--- src/rtl/rgb_gray_serializer.sv ---
// RGB-to-luma pipeline feeding a byte FIFO and an MSB-first bit serializer
// over a valid/ready link; drops bytes (sticky overflow) when the FIFO is saturated.
`default_nettype none

module rgb_gray_serializer #(
  parameter int FIFO_DEPTH = 8
) (
  input  logic       clk,
  input  logic       reset,
  input  logic [7:0] red,
  input  logic [7:0] green,
  input  logic [7:0] blue,
  input  logic       pixel_valid,
  output logic       shift_out,
  output logic       shift_valid,
  input  logic       shift_ready,
  output logic       fifo_full,
  output logic       overflow,
  output logic       busy
);

  localparam int AW = (FIFO_DEPTH > 2) ? $clog2(FIFO_DEPTH) : 1;
  localparam int CW = AW + 1;

  typedef enum logic {IDLE, SHIFT} state_t;

  // Pipeline stage 1: weighted products.
  logic [14:0] prod_r;
  logic [15:0] prod_g;
  logic [12:0] prod_b;
  logic        v1;

  // NOTE: sequential state uses non-blocking assignments so every register samples pre-edge values.
  always_ff @(posedge clk or posedge reset) begin
    if (reset) begin
      prod_r <= '0;
      prod_g <= '0;
      prod_b <= '0;
      v1     <= 1'b0;
    end else begin
      v1 <= pixel_valid;
      if (pixel_valid) begin
        prod_r <= 15'd77  * {7'd0, red};
        prod_g <= 16'd150 * {8'd0, green};
        prod_b <= 13'd29  * {5'd0, blue};
      end
    end
  end

  // Pipeline stage 2: rounded sum; the maximum of 65408 keeps the result in 8 bits.
  logic [16:0] sum17;
  logic [7:0]  luma2;
  logic        v2;

  assign sum17 = {2'b00, prod_r} + {1'b0, prod_g} + {4'd0, prod_b} + 17'd128;

  always_ff @(posedge clk or posedge reset) begin
    if (reset) begin
      luma2 <= '0;
      v2    <= 1'b0;
    end else begin
      v2 <= v1;
      if (v1) luma2 <= 8'(sum17 >> 8);
    end
  end

  // Luma FIFO
  logic [7:0]    mem [FIFO_DEPTH];
  logic [AW-1:0] wr_ptr, rd_ptr;
  logic [CW-1:0] count, count_next;
  logic          fifo_empty, push, pop_req, drop;

  assign fifo_empty = (count == '0);
  assign push       = v2 && (!fifo_full || pop_req);
  assign drop       = v2 && fifo_full && !pop_req;

  always_comb begin
    count_next = count;
    case ({push, pop_req})
      2'b10:   count_next = count + 1'b1;
      2'b01:   count_next = count - 1'b1;
      default: count_next = count;
    endcase
  end

  always_ff @(posedge clk or posedge reset) begin
    if (reset) begin
      wr_ptr    <= '0;
      rd_ptr    <= '0;
      count     <= '0;
      fifo_full <= 1'b0;
      overflow  <= 1'b0;
    end else begin
      if (push)    wr_ptr <= AW'(wr_ptr + 1'b1);
      if (pop_req) rd_ptr <= AW'(rd_ptr + 1'b1);
      count     <= count_next;
      fifo_full <= (count_next == CW'(FIFO_DEPTH));
      if (drop) overflow <= 1'b1;
    end
  end

  // NOTE: storage array has no reset; the pointers and count alone define which entries are valid.
  always_ff @(posedge clk) begin
    if (push) mem[wr_ptr] <= luma2;
  end

  // Serializer FSM
  state_t     state, state_next;
  logic [7:0] shreg;
  logic [2:0] bit_cnt;

  always_ff @(posedge clk or posedge reset) begin
    if (reset) state <= IDLE;
    else       state <= state_next;
  end

  // NOTE: every combinational output gets a default first so no path can infer a latch.
  always_comb begin
    state_next = state;
    pop_req    = 1'b0;
    case (state)
      IDLE: begin
        if (!fifo_empty) begin
          pop_req    = 1'b1;
          state_next = SHIFT;
        end
      end
      SHIFT: begin
        if (shift_ready && bit_cnt == 3'd7) begin
          if (!fifo_empty) pop_req    = 1'b1;
          else             state_next = IDLE;
        end
      end
      default: state_next = IDLE;
    endcase
  end

  always_comb begin
    shift_valid = (state == SHIFT);
    shift_out   = (state == SHIFT) && shreg[7];
    busy        = v1 || v2 || !fifo_empty || (state == SHIFT);
  end

  always_ff @(posedge clk or posedge reset) begin
    if (reset) begin
      shreg   <= '0;
      bit_cnt <= '0;
    end else if (pop_req) begin
      shreg   <= mem[rd_ptr];
      bit_cnt <= '0;
    end else if (state == SHIFT && shift_ready) begin
      shreg   <= {shreg[6:0], 1'b0};
      bit_cnt <= bit_cnt + 3'd1;
    end
  end

endmodule

`default_nettype wire
--- config.mk ---
export PLATFORM = sky130hd
export DESIGN_NAME = rgb_gray_serializer
export DESIGN_NICKNAME = d
export VERILOG_FILES = /design/src/rtl/rgb_gray_serializer.sv
export SDC_FILE = /design/constraint.sdc
export NUM_CORES = 1
export LEC_CHECK = 0
export BUFFER_PORTS_ARGS = -buffer_cell sky130_fd_sc_hd__clkbuf_2
export CELL_PAD_IN_SITES_DETAIL_PLACEMENT = 1
export CELL_PAD_IN_SITES_GLOBAL_PLACEMENT = 1
export CORE_MARGIN = 2
export CORE_UTILIZATION = 57
export CTS_BUF_LIST = sky130_fd_sc_hd__clkbuf_4 sky130_fd_sc_hd__clkbuf_8
export DETAILED_ROUTE_END_ITERATION = 8
export PLACE_DENSITY_LB_ADDON = 0.1
export SLEW_MARGIN = 20
export SYNTH_ARGS = -nofsm -noshare
export SYNTH_HDL_FRONTEND = slang
export SYNTH_SLANG_ARGS = --single-unit
--- constraint.sdc ---
create_clock -name clk -period 5.2 [get_ports clk]
set_input_delay 0.78 -clock clk [delete_from_list [all_inputs] [get_ports clk]]
set_output_delay 0.78 -clock clk [all_outputs]
set_load 0.02 [all_outputs]
# Yosys cells after proc, flatten, opt, wreduce, memory -nomap -nowiden
# Memory sizes are Yosys's and may differ from the RTL's.
# Cells that the tools add are included.
# word_totals
regBits	77
ramBits	64
in_bits	28
elab_cells	58
memories	1
# memory_table
name	words	word_bits	rd	rd_clocked_by_memory_dff	wr	line	text
mem	8	8	1	0	1	68	logic [7:0] mem [FIFO_DEPTH];
# classes
add_sub_neg	8
mul	3
n_eq_ne	4
mux	12
n_bitwise	1
reduce_logical	15
# op_table
cell	n
multiplier 7 x 8 -> 15 bit (first input constant)	2
adder 15 x 16 -> 16 bit	1
adder 16 x 13 -> 16 bit	1
adder 16 x 8 -> 16 bit (second input constant)	1
two-way mux 8 bit	2
multiplier 5 x 8 -> 13 bit (first input constant)	1
adder 3 x 1 -> 3 bit (second input constant)	3
one-hot mux 4 bit (2 select lines)	1
logical AND 1 bit	6
two-way mux 3 bit	2
two-way mux 1 bit	5
adder 4 x 1 -> 4 bit (second input constant)	1
== test 4 bit (second input constant)	1
zero test 4 bit	1
logical OR 1 bit	4
one-hot mux 1 bit (2 select lines)	2
subtractor 4 x 1 -> 4 bit (second input constant)	1
== test 3 bit (second input constant)	1
zero test 1 bit	3
== test 2 x 1 -> 1 bit (second input constant)	1
== test 2 bit (second input constant)	1
nonzero test 2 bit	1
NOT 1 bit	1

# Longest topological paths before layout
# depth
ltp_word	9
depth_mapped	16

# Least setup slack after synthesis
# Ideal clock, no wire load.
# synth_path
path_type	input to register
start	input red[4]
end	register prod_r[11]
setup_ps	125
arrival_time_ps	3729
setup_slack_ps	1346
path_stages	13
n_path_buf	0
cell_sequence	ha_1 > ha_1 > inv_1 > fa_1 > fa_1 > inv_1 > ha_1 > a21oi_1 > o21ai_1 > a21oi_1 > o21ai_1 > xor2_1 > mux2_2
# synth_via
elab_chain_len	1
# synth_rtl
element	line	text
start: declaration	10	input logic [7:0] red,
multiplier 7 x 8 -> 15 bit	43	prod_r <= 15'd77 * {7'd0, red};
end signal: assignment	43	
end: declaration	28	logic [14:0] prod_r;
# No other way between the ends.
# A chain may end at the register's enable or synchronous reset.

# Worst setup path in the final report
# Ends and elaborated chain as after synthesis.

==> flow_metrics.env <==
export IMPL_outcome="completed"
export IMPL_period_share_pct=76.62
export IMPL_ys_top_cells_by_count="ha_1, inv_1, dfrtp_1, edfxtp_1, nand2_1"
export IMPL_viasPerCell=5.728
export IMPL_postCtsSetupBuffers=0
export IMPL_holdCritPathClass="reg2reg"
export IMPL_path_clk_slew_ns=0.09
export IMPL_grt_setup_unrepaired="no"
export IMPL_grt_pass1_vias=6888
export IMPL_cts_made_buffers=17
export IMPL_ir_worst_vdd_mv=0.3229
export IMPL_clock_latency_ns=0.45
export IMPL_fillCellCount=1681
export IMPL_synthAdderAreaFrac_pct=26.00
export IMPL_postCtsHoldBufs=0
export IMPL_crit_type="in2reg"
export IMPL_max_cap_violations=0
export IMPL_finalCriticalPeriod_ns=3.984
export IMPL_cts_tree="yes"
export IMPL_io_pins=33
export IMPL_p_sw_uw=2553
export IMPL_internal_power_uw=3438
export IMPL_wl_per_cell_um=18.75
export IMPL_ys_async_sr_fraction_pct=54.61
export IMPL_worstSetupStartpointType="input pin"
export IMPL_cts_root_buf="clkbuf_8"
export IMPL_ant_nets=0
export IMPL_grt_overflow=0
export IMPL_io_buffer_count=32
export IMPL_die_area_um2=17320
export IMPL_fmax_ghz=0.2510
export IMPL_synthMuxAreaShare_pct=7.888
export IMPL_cts_buffer_depth=2
export IMPL_die_h_um=131.6
export IMPL_pre_cts_ws_ns=0.8550
export IMPL_yosysSeqAreaShare_pct=41.48
export IMPL_setup_viol=0
export IMPL_gp_congestion=0.7940
export IMPL_r2r_start="prod_r[4]"
export IMPL_drv_slew=0
export IMPL_slew_headroom_pct=26.20
export IMPL_fin_ws_ns=1.216
export IMPL_antennaDiodeCount=0
export IMPL_grt_pass1_wl_um=34000
export IMPL_die_x_um=131.6
export IMPL_synth_top_cell_area_share_pct=20.77
export IMPL_ctsHtreeMaxLevel=4
export IMPL_drive_gt1_share_pct=13.91
export IMPL_yosysWarningCount=0
export IMPL_critPathLaunch="red[4]"
export IMPL_worst_pin_slew_ns=1.103
export IMPL_synthFlopType="dfrtp_1"
export IMPL_grt_antenna_before_repair=0
export IMPL_drc=0
export IMPL_dr_pass1_iters=6
export IMPL_start_util_pct=58.41
export IMPL_synth_area_leaders="dfrtp_1, edfxtp_1, ha_1"
export IMPL_cp_arrival_ns=4.31
export IMPL_yosys_area_top_type="dfrtp_1"
export IMPL_hold_path_startpoint="count[3]"
export IMPL_synth_compound_area_share_pct=9.560
export IMPL_powerDensity_nw_per_um2=595.1
export IMPL_num_rows=46
export IMPL_fin_area_um2=10070
export IMPL_ys_seq_elements=141
export IMPL_yosys_area_share_simple_pct=7.120
export IMPL_end_kind="register"
export IMPL_fin_setup_tns_ns=0
export IMPL_wl_um=19820
export IMPL_grt_max_degree=78
export IMPL_switching_share_pct=42.62
export IMPL_synth_most_common_cell="ha_1"
export IMPL_syn_nets=990
export IMPL_crit_path_max_fanout=4
export IMPL_vias=6054
export IMPL_syn_area_um2=9279
export IMPL_place_hpwl_um=15000
export IMPL_ctsResizeCount=0
export IMPL_drtIter0Drc=197
export IMPL_pwr_share_clk_pct=14.9
export IMPL_syn_inst=792
export IMPL_grt_usage_pct=24.86
export IMPL_coreArea_um2=15890
export IMPL_layout_nets=1026
export IMPL_pwr_share_seq_pct=31.7
export IMPL_power_leakage_uw=0.004660
export IMPL_p_comb_share_pct=53.5
export IMPL_synth_enable_flop_cells=64
export IMPL_syn_to_final_growth_pct=8.496
export IMPL_synthDistinctLibCells=59
export IMPL_cts_sinks=141
export IMPL_synth_top_family_by_area="adder cells"
export IMPL_dpl_cell_area_um2=9658
export IMPL_required_ns=5.53
export IMPL_hold_viol=0
export IMPL_synth_xor_area_share_pct=3.304
export IMPL_clock_skew_ns=0.01387
export IMPL_avgSynthCellArea_um2=11.72
[area by class of cell]
cell class / count / area (µm²) / area share, %
well taps: 216 / 270.3 / 2.685
clock inverters: 15 / 173.9 / 1.728
inverters: 89 / 335.3 / 3.331
clock buffers: 17 / 234.0 / 2.324
repair buffers: 38 / 205.2 / 2.038
flip-flops and latches: 141 / 3850 / 38.24
multi-input cells: 541 / 4999 / 49.65
[cells in the final DEF, fill, tap and decap left out, drive strengths merged, types with 3 or more instances in the layout]
cell type	n
a211o	3
a211oi	3
a21o	15
a21oi	38
a22oi	3
a31o	4
a31oi	4
and3	4
buf	6
clkbuf	49
clkinv	5
clkinvlp	3
dfrtp	77
edfxtp	64
fa	38
ha	132
inv	95
mux2	22
mux2i	12
mux4	16
nand2	61
nand2b	7
nand3	4
nand4	5
nor2	38
nor2b	7
nor3	7
o211ai	5
o21a	3
o21ai	45
o21bai	3
or2	3
or3	3
xnor2	22
xor2	13
[stage by stage]
step                      util (%)  std cells  total power (µW)  hold WS [ns]
final                        63.37       1057              5991        0.4883
after global routing         63.37       1057              6498        0.5079
after CTS                    63.37       1057              6047        0.4860
after detailed placement     60.80       1025              5103        0.4717
after global placement       60.80       1025              4883        0.4546
after floorplan                  -        792              4311        0.4365
[state kept, by name, summed over array words and instances, names as in the netlist]
register / cells
v2: 1
fifo_full: 1
bit_cnt: 3
prod_g: 15
wr_ptr: 3
v1: 1
prod_b: 13
rd_ptr: 3
mem: 64
shift_valid: 1
prod_r: 15
overflow: 1
shreg: 8
count: 4
luma2: 8
[cells by family (layout without fill, tap and decap cells)]
| logic type | count (synthesis) | count (layout) |
|---|---|---|
| mux | 50 | 50 |
| compound gates | 140 | 140 |
| buf+inv | 110 | 159 |
| fa+ha+maj | 170 | 170 |
| xor+xnor | 35 | 35 |
| flops | 141 | 141 |
| simple gates | 146 | 146 |
[power by group through the flow]
| stage | clock [µW] | sequential, µW | combinational [µW] |
|---|---|---|---|
| floorplan | 0 | 1750 | 2560 |
| global placement | 0 | 1870 | 3010 |
| detailed placement | 0 | 1920 | 3190 |
| CTS | 910 | 1900 | 3240 |
| global route | 958 | 1950 | 3590 |
| finish | 892 | 1900 | 3200 |
[layer usage]
metal / part of all wire, % / global-route usage [%] / vias to the layer above
met5: 0 / 0 / -
met4: 1.7 / 7.005 / 0
met3: 1.8 / 4.360 / 23
met2: 55 / 47.73 / 62
met1: 41 / 28.10 / 3102
li1: - / - / 2867
[worst max-delay path: stages]
cell	delay [ns]
clkbuf_2	0.13
ha_1	0.31
ha_1	0.27
inv_1	0.05
fa_1	0.49
fa_1	0.55
inv_1	0.07
ha_1	0.35
a21oi_1	0.27
o21ai_1	0.16
a21oi_1	0.30
o21ai_1	0.15
xor2_1	0.17
mux2_2	0.27
[path summary, 6_finish.rpt]
check	endpoint	slack [ns]	depth (start not counted)
setup / recovery	prod_r[11]	1.22	14
hold / removal	count[3]	0.49	1
setup reg to reg	luma2[3]	1.86	11
hold reg to reg	count[3]	0.49	1
max in group asynchronous	rd_ptr[0]	3.88	3
min in group asynchronous	wr_ptr[1]	0.63	3
Note: power is estimated with default switching activity, not from simulation.
